==> src/rtl/ysyx_23060042_decode_stage.sv <==
// ysyx_23060042_decode_stage: RV32I/RV64I decode into a DEPTH-entry bundle FIFO; optional RV32E register check via DECODE_RVE_EN
module ysyx_23060042_decode_stage #(
    parameter int XLEN  = 32,
    parameter int DEPTH = 2
) (
    input  logic            clk,
    input  logic            rst,
    input  logic            flush,
    input  logic            in_valid,
    output logic            in_ready,
    input  logic [31:0]     in_inst,
    input  logic [XLEN-1:0] in_pc,
    output logic            out_valid,
    input  logic            out_ready,
    output logic [XLEN-1:0] out_pc,
    output logic [6:0]      out_opcode,
    output logic [2:0]      out_func3,
    output logic [4:0]      out_rs1,
    output logic [4:0]      out_rs2,
    output logic [4:0]      out_rd,
    output logic [XLEN-1:0] out_imm,
    output logic [2:0]      out_imm_type,
    output logic            out_regen,
    output logic            out_pcjen,
    output logic            out_pcren,
    output logic            out_branch,
    output logic            out_illegal
);
    localparam int AW = $clog2(DEPTH);

    typedef struct packed {
        logic [XLEN-1:0] pc;
        logic [6:0]      opcode;
        logic [2:0]      func3;
        logic [4:0]      rs1;
        logic [4:0]      rs2;
        logic [4:0]      rd;
        logic [XLEN-1:0] imm;
        logic [2:0]      imm_type;
        logic            regen;
        logic            pcjen;
        logic            pcren;
        logic            branch;
        logic            illegal;
    } bundle_t;

    bundle_t       dec, head;
    bundle_t       mem_q [DEPTH];
    bundle_t       mem_d [DEPTH];
    logic [AW-1:0] wptr_q, wptr_d, rptr_q, rptr_d;
    logic [AW:0]   count_q, count_d;
    logic [31:0]   imm32;
    logic          push, pop;

    // full blocks new work even when the head pops in the same cycle
    assign in_ready  = (count_q != (AW+1)'(DEPTH)) && !flush;
    assign out_valid = count_q != '0;
    assign push      = in_valid && in_ready;
    assign pop       = out_valid && out_ready;

    // combinational decode of the offered instruction into a bundle
    always_comb begin
        dec          = '0;
        imm32        = '0;
        dec.pc       = in_pc;
        dec.opcode   = in_inst[6:0];
        dec.func3    = in_inst[14:12];
        dec.rs1      = in_inst[19:15];
        dec.rs2      = in_inst[24:20];
        dec.rd       = in_inst[11:7];
        case (in_inst[6:0])
            7'b0110111, 7'b0010111: begin
                dec.imm_type = 3'b110;
                imm32        = {in_inst[31:12], 12'b0};
                dec.regen    = 1'b1;
            end
            7'b1101111: begin
                dec.imm_type = 3'b111;
                imm32        = {{12{in_inst[31]}}, in_inst[19:12], in_inst[20], in_inst[30:21], 1'b0};
                dec.regen    = 1'b1;
                dec.pcjen    = 1'b1;
            end
            7'b1100111: begin
                dec.imm_type = 3'b001;
                imm32        = {{20{in_inst[31]}}, in_inst[31:20]};
                dec.regen    = 1'b1;
                dec.pcren    = 1'b1;
            end
            7'b1100011: begin
                dec.imm_type = 3'b011;
                imm32        = {{20{in_inst[31]}}, in_inst[7], in_inst[30:25], in_inst[11:8], 1'b0};
                dec.branch   = 1'b1;
            end
            7'b0000011, 7'b0010011: begin
                dec.imm_type = 3'b001;
                imm32        = {{20{in_inst[31]}}, in_inst[31:20]};
                dec.regen    = 1'b1;
            end
            7'b0100011: begin
                dec.imm_type = 3'b010;
                imm32        = {{20{in_inst[31]}}, in_inst[31:25], in_inst[11:7]};
            end
            7'b0110011: dec.regen = 1'b1;
            7'b1110011: begin
                dec.imm_type = 3'b001;
                imm32        = {{20{in_inst[31]}}, in_inst[31:20]};
            end
            default: dec.illegal = 1'b1;
        endcase
        dec.imm   = XLEN'($signed(imm32));
        dec.regen = dec.regen && (in_inst[11:7] != 5'd0);
`ifdef DECODE_RVE_EN
        if ((dec.imm_type inside {3'b000, 3'b001, 3'b010, 3'b011} && in_inst[19]) ||
            (dec.imm_type inside {3'b000, 3'b010, 3'b011} && in_inst[24]) ||
            (dec.imm_type inside {3'b000, 3'b001, 3'b110, 3'b111} && in_inst[11])) begin
            dec.illegal = 1'b1;
            dec.regen   = 1'b0;
            dec.pcjen   = 1'b0;
            dec.pcren   = 1'b0;
            dec.branch  = 1'b0;
        end
`endif
    end

    // next FIFO state: write at tail, advance pointers, flush empties everything
    always_comb begin
        mem_d = mem_q;
        if (push) mem_d[wptr_q] = dec;
        wptr_d  = flush ? '0 : wptr_q + AW'(push);
        rptr_d  = flush ? '0 : rptr_q + AW'(pop);
        count_d = flush ? '0 : count_q + (AW+1)'(push) - (AW+1)'(pop);
    end

    // pointer and occupancy registers, reset wins over flush
    always_ff @(posedge clk) begin
        if (rst) begin
            wptr_q  <= '0;
            rptr_q  <= '0;
            count_q <= '0;
        end else begin
            wptr_q  <= wptr_d;
            rptr_q  <= rptr_d;
            count_q <= count_d;
        end
    end

    // bundle storage; contents are masked at the output while empty
    always_ff @(posedge clk) begin
        mem_q <= mem_d;
    end

    assign head         = out_valid ? mem_q[rptr_q] : '0;
    assign out_pc       = head.pc;
    assign out_opcode   = head.opcode;
    assign out_func3    = head.func3;
    assign out_rs1      = head.rs1;
    assign out_rs2      = head.rs2;
    assign out_rd       = head.rd;
    assign out_imm      = head.imm;
    assign out_imm_type = head.imm_type;
    assign out_regen    = head.regen;
    assign out_pcjen    = head.pcjen;
    assign out_pcren    = head.pcren;
    assign out_branch   = head.branch;
    assign out_illegal  = head.illegal;
endmodule

==> config.mk <==
export PLATFORM = sky130hd
export DESIGN_NAME = ysyx_23060042_decode_stage
export DESIGN_NICKNAME = d
export VERILOG_FILES = /design/src/rtl/ysyx_23060042_decode_stage.sv
export SDC_FILE = /design/constraint.sdc
export NUM_CORES = 1
export LEC_CHECK = 0
export ABC_AREA = 1
export ABC_CLOCK_PERIOD_IN_PS = 6500
export BUFFER_PORTS_ARGS = -buffer_cell sky130_fd_sc_hd__clkbuf_2
export CORE_MARGIN = 10
export CORE_UTILIZATION = 50
export DETAILED_ROUTE_END_ITERATION = 6
export GPL_TIMING_DRIVEN = 0
export PLACE_DENSITY_LB_ADDON = 0.2
export SYNTH_ARGS = -nofsm -noshare
export SYNTH_HDL_FRONTEND = slang
export SYNTH_SLANG_ARGS = --single-unit
==> constraint.sdc <==
create_clock -name clk -period 6.5 [get_ports clk]
set_clock_uncertainty 0.1 [all_clocks]
set_input_delay 1.3 -clock clk [delete_from_list [all_inputs] [get_ports clk]]
set_output_delay 1.3 -clock clk [all_outputs]
set_load 0.02 [all_outputs]
==> metrics.md, run 1 <==
| Metric | Value |
|---|---|
| Endpoints failing setup | `0` |
| Top Family by Delay on Critical Path | `buffers and inverters` |
| Final ANT Viol Nets | `0` |
| Initial antenna violation count | `0` |
| Yosys Warn Count | `0` |
| TritonCTS clock tree | `done` |
| Clk Latency, worst-skew pair | `430 ps` |
| CP max-delay cell | `clkbuf_1` |
| Total gr overflow | `0` |
| Status | `finished clean` |
| Clk slew on worst S/H paths | `60 ps` |
| Syn Nets | `747` |
| Area grow syn2layout | `21.68%` |
| Die X | `147.2 µm` |
| Fillers | `1247` |
| IO Port Bufs | `167` |
| Vias | `5577` |
| Final net count | `935` |
| H-tree depth | `4` |
| Setup TNS Final | `0 ps` |
| Hold Path Class | `flop to flop` |
| CP bufs+invs | `4` |
| Worst-Margin Slew | `848.4 ps` |
| Via density | `5.126` |
| DRC errors left | `0` |
| Fraction of layout instances using a drive strength above 1 | `27.18%` |
| WL per Instance | `17.98 µm` |
| Crit Path Max Fanout | `10` |
| Sequential cell area fraction in the yosys report | `73.03%` |
| Final hold viol count | `0` |
| Max-Cap Viols | `0` |
| Startpoint types | `flop` |
| Setup Buffers After CTS | `0` |
| Final WL | `19570 µm` |
| Hold buffers post-CTS | `0` |
| Commonest cells after routing, fill and taps aside | `nand2_1, edfxtp_1, clkbuf_2, a21oi_1, nor2_1` |
| Bufs on Longest Clock Path | `2` |
| Core ar. | `15890 µm²` |
| RSZ-0062 raised after global routing | `false` |
| Final Cell Area | `9839 µm²` |
| Tmin final | `3517 ps` |
| Count of different cell masters after synthesis | `26` |
| Gate Count Post-Synth | `674` |
| I/O pin count | `168` |
| Post-DP Area | `9273 µm²` |
| Power per cell area | `270.0 nW/µm²` |
| Leak pwr | `3.944 nW` |
| Crit-path cells | `buf_2 -> inv_2 -> clkbuf_1 -> nand2_1 -> a21oi_1 -> clkbuf_2` |
| Vias in the first global route | `5625` |
| 1st-iter DRT viols | `441` |
| Largest net degree at the start of global routing | `57` |
| GP Congestion | `0.8331` |
| 1st-pass router iterations | `4` |
| Initial Utilization | `50.91%` |
| Crit. Startpoint | `rptr_q$_SDFF_PP0_` |
| Commonest non-fill, non-tap cell in the layout | `nand2_1` |
| Crit path DAT | `2120 ps` |
| Critical setup path kind | `flop to output pin` |
| Mean Syn Cell Area | `12.00 µm²` |
| Final Max Slew Viols | `0` |
| Row count | `46` |
| Max transition margin | `43.44%` |
| Global-route wire length before repair | `30220 µm` |
| Crit share post-route | `54.10%` |
| HPWL after detailed placement | `13380 µm` |
| Fmax | `284.4 MHz` |
| Mapped Area | `8087 µm²` |
| Die area | `21660 µm²` |
| CP endpoint kind | `output pin` |
| GRT Total Usage | `17.85%` |
| Antenna diodes | `0` |
| R2R Path Start | `count_q[0]$_SDFF_PP0_` |
| Hold Startpoint | `count_q[1]$_SDFF_PP0_` |
| # resized after CTS | `0` |
| Crit-path max cell delay | `440 ps` |
| TritonCTS buffer count | `17` |
| Max VDD drop | `0.1850 mV` |
| DIE HEIGHT | `147.2 µm` |
| Worst Path Required | `5100 ps` |
| Clock root buffer master | `clkbuf_16` |
| Yosys reg bits | `198` |
| TritonCTS Sinks | `198` |
where the power goes:
| group | internal [W] | switching, W |
|---|---|---|
| Combinational | 0.0000556 | 0.000131 |
| Clock | 0.000595 | 0.000432 |
| Sequential | 0.00143 | 0.00000767 |
| Total | 0.00209 | 0.000571 |
per-stage QoR:
step / instances / worst slack, ps / utilization, % / power (W) / hold slack [ps]
after detailed placement: 1059 / 3180 / 58.37 / 0.001659 / 454.6
after floorplan: 674 / 1722 / - / 0.001573 / 409.3
after global routing: 1088 / 2835 / 61.94 / 0.002748 / 517.1
after CTS: 1088 / 2964 / 61.94 / 0.002675 / 464.9
final: 1088 / 2983 / 61.94 / 0.002657 / 457.1
after global placement: 1057 / 653.6 / 57.87 / 0.001654 / 424.1
cell usage after synthesis (all sizes together):
| master | n | area (µm²) |
|---|---|---|
| buf | 13 | 80.08 |
| nand2 | 250 | 1049 |
| xor2 | 1 | 8.760 |
| dfxtp | 4 | 80.08 |
| a21oi | 108 | 540.5 |
| o21ai | 3 | 15.01 |
| edfxtp | 194 | 5826 |
| nor2 | 29 | 147.6 |
| nor3b | 1 | 7.510 |
| clkbuf | 20 | 75.07 |
| inv | 27 | 101.4 |
| nor3 | 1 | 5.000 |
| o211ai | 1 | 7.510 |
| ha | 4 | 50.05 |
| or2 | 1 | 6.260 |
| o21bai | 1 | 7.510 |
| nand3 | 16 | 80.08 |
worst register-to-register path, cell delays in order, from the launching register on:
cell	delay (ps)
dfxtp_1	370
inv_1	50
a21oi_1	150
nand2_1	100
inv_1	150
ha_4	720
buf_16	320
area by class of cell:
class,count,area (µm²),area share (%)
Sequential cell,198,5906,60.02
Multi-Input combinational cell,416,1949,19.81
Clock inverter,10,133.9,1.361
Tap cell,216,270.3,2.747
Timing Repair Buffer,169,890.9,9.054
Inverter,27,101.3,1.030
Buffer,33,155.1,1.577
Clock buffer,19,432.9,4.400
logic make-up (layout without fill, tap and decap cells):
| family | after synthesis | after routing | share of synthesized area [%] |
|---|---|---|---|
| buffers and inverters | 60 | 258 | 3.172 |
| AND/OR/NAND/NOR | 298 | 298 | 16.01 |
| XOR/XNOR | 1 | 1 | 0.1083 |
| AO/OA/AOI/OAI | 113 | 113 | 7.056 |
| flip-flops | 198 | 198 | 73.03 |
| adder cells (fa/ha/maj) | 4 | 4 | 0.6189 |
registers in the layout, summed over array words and instances, names as in the netlist:
register  cells
count_q       2
wptr_q        1
rptr_q        1
mem_q       194
final timing paths:
path | to | slack [ps] | depth (start not counted)
max | out_imm[30] | 2980 | 6
min | count_q[1]$_SDFF_PP0_ | 460 | 2
max reg2reg | mem_q[51]$_DFFE_PP_ | 4180 | 6
min reg2reg | count_q[1]$_SDFF_PP0_ | 460 | 2
per-layer routing:
metal	up-vias	track usage, %	share of wire, %
li1	2700	-	-
met1	2675	22.37	42
met2	184	29.62	50
met3	18	5.006	7.5
met4	0	5.055	1.2
met5	-	0	0
Power figures use the tool's default switching activity.
==> run 2, diff against run 1 <==
--- a/config.mk
+++ b/config.mk
@@ -6,10 +6,10 @@
 export NUM_CORES = 1
 export LEC_CHECK = 0
 export ABC_AREA = 1
-export ABC_CLOCK_PERIOD_IN_PS = 6500
+export ABC_CLOCK_PERIOD_IN_PS = 3150
 export BUFFER_PORTS_ARGS = -buffer_cell sky130_fd_sc_hd__clkbuf_2
 export CORE_MARGIN = 10
-export CORE_UTILIZATION = 50
+export CORE_UTILIZATION = 49
 export DETAILED_ROUTE_END_ITERATION = 6
 export GPL_TIMING_DRIVEN = 0
 export PLACE_DENSITY_LB_ADDON = 0.2
==> constraint.sdc (replaced) <==
create_clock -name clk -period 3.15 [get_ports clk]
set_clock_uncertainty 0.1 [all_clocks]
set_input_delay 0.63 -clock clk [delete_from_list [all_inputs] [get_ports clk]]
set_output_delay 0.63 -clock clk [all_outputs]
set_load 0.02 [all_outputs]
==> run 2 against run 1 <==
  * Register-to-register slack worse by 3300 ps
  * Critical path type unchanged
  * First-iteration DRC count down 20%
  * Wire length down 1.4%
  * Sequential cell count unchanged
  * Count of clock-buffer cells in the layout unchanged
  * Combinational power up 110%
  * Utilization down 0.98 points
  * Die area up 1.8%
==> metrics.md, run 2 (synthesized netlist as in run 1, its figures left out) <==
| Metric | Value |
|---|---|
| Status | `finished clean` |
| Max VDD drop | `0.4065 mV` |
| TritonCTS Sinks | `198` |
| Final WL | `19280 µm` |
| Tmin final | `2822 ps` |
| Clock root buffer master | `clkbuf_16` |
| Endpoints failing setup | `0` |
| H-tree depth | `4` |
| Largest net degree at the start of global routing | `62` |
| Initial antenna violation count | `0` |
| Fillers | `1292` |
| IO Port Bufs | `167` |
| 1st-pass router iterations | `5` |
| I/O pin count | `168` |
| Total power | `0.005281 W` |
| TritonCTS buffer count | `17` |
| Initial Utilization | `50.36%` |
| Hold Path Class | `input pin to flop` |
| Crit-path max cell delay | `390 ps` |
| Area grow syn2layout | `21.06%` |
| Worst Path Required | `2420 ps` |
| Hold buffers post-CTS | `0` |
| CP max-delay cell | `clkbuf_1` |
| Power per cell area | `539.4 nW/µm²` |
| Crit share post-route | `89.59%` |
| GP Congestion | `0.7789` |
| Crit Path Max Fanout | `10` |
| Final Max Slew Viols | `0` |
| CP endpoint kind | `output pin` |
| Largest regs | `mem_q x194, count_q x2` |
| Crit path DAT | `2090 ps` |
| Leak pwr | `3.924 nW` |
| TritonCTS clock tree | `done` |
| Die area | `22040 µm²` |
| Crit-path cells | `buf_2 -> buf_4 -> clkbuf_1 -> nand2_1 -> a21oi_1 -> clkbuf_2` |
| Max-Cap Viols | `0` |
| Fmax | `354.3 MHz` |
| Setup Buffers After CTS | `0` |
| Fraction of layout instances using a drive strength above 1 | `27.31%` |
| 1st-iter DRT viols | `352` |
| Commonest cells after routing, fill and taps aside | `nand2_1, edfxtp_1, clkbuf_2, a21oi_1, nor2_1` |
| DRC errors left | `0` |
| RSZ-0062 raised after global routing | `false` |
| Via density | `5.093` |
| Setup TNS Final | `0 ps` |
| Clk slew on worst S/H paths | `70 ps` |
| Antenna diodes | `0` |
| Final ANT Viol Nets | `0` |
| Top reg by flops | `mem_q` |
| Total gr overflow | `0` |
| DIE HEIGHT | `148.5 µm` |
| Core ar. | `16060 µm²` |
| Bufs on Longest Clock Path | `2` |
| # resized after CTS | `0` |
| Final hold viol count | `0` |
| Row count | `46` |
| Die X | `148.5 µm` |
| HPWL after detailed placement | `13520 µm` |
| GRT Total Usage | `17.46%` |
| Commonest non-fill, non-tap cell in the layout | `nand2_1` |
| Clk Latency, worst-skew pair | `430 ps` |
| WL per Instance | `17.68 µm` |
| Startpoint types | `flop` |
| Critical setup path kind | `flop to output pin` |
| Max transition margin | `55.43%` |
| Vias in the first global route | `5694` |
| Max reg flops | `194` |
| Final net count | `935` |
| Worst-Margin Slew | `668.6 ps` |
| Vias | `5556` |
| Global-route wire length before repair | `30130 µm` |
-- run 2: cell type report --
cell class	count	area [µm²]	share of cell area, %
sequential	198	5906	60.33
multi-input combinational	416	1949	19.91
timing repair buffer	169	890.9	9.100
clock buffer	19	432.9	4.422
tap	216	270.3	2.761
buffer	33	155.1	1.585
inverter	27	101.3	1.035
clock inverter	13	83.83	0.8563
-- run 2: routing by layer --
metal | routed length, µm | global-route usage [%] | vias to the layer above
met2 | 9282 | 29.13 | 196
met1 | 8116 | 21.45 | 2640
met5 | 0 | 0 | -
met4 | 300 | 5.600 | 0
met3 | 1585 | 4.885 | 24
li1 | - | - | 2696
-- run 2: worst paths after layout --
path	from	slack [ps]	cells past startpoint	endpoint
worst max-delay path	rptr_q$_SDFF_PP0_	330	6	out_pc[13]
worst min-delay path	in_pc[5]	290	1	mem_q[167]$_DFFE_PP_
worst max register to register	count_q[0]$_SDFF_PP0_	890	6	mem_q[121]$_DFFE_PP_
worst min register to register	count_q[1]$_SDFF_PP0_	450	2	count_q[1]$_SDFF_PP0_
-- run 2: where the power goes --
group	internal [W]	switching, W	leakage, nW
Clock	0.00100	0.000918	0.246
Sequential	0.00296	0.0000160	1.81
Combinational	0.000115	0.000269	1.87
-- run 2: worst max-delay path, delay by kind of cell, from the launching register on --
| family | cells | cell delay [ps] |
|---|---|---|
| AOI/OAI and AO/OA | 1 | 190 |
| buffers and inverters | 4 | 1070 |
| and+or+nand+nor | 1 | 100 |
| DFF | 1 | 310 |
-- run 2: per-stage QoR --
stage	util [%]	cells	hold slack (ps)	cell area, µm²	setup WS (ps)
floorplan	-	674	409.3	8087	-958.5
CTS	60.96	1091	278.9	9789	298.1
detailed placement	57.75	1059	440.8	9273	579.3
global placement	57.25	1057	425.9	9193	-2015
finish	60.96	1091	291.8	9789	327.8
global route	60.96	1091	276.7	9789	157.1
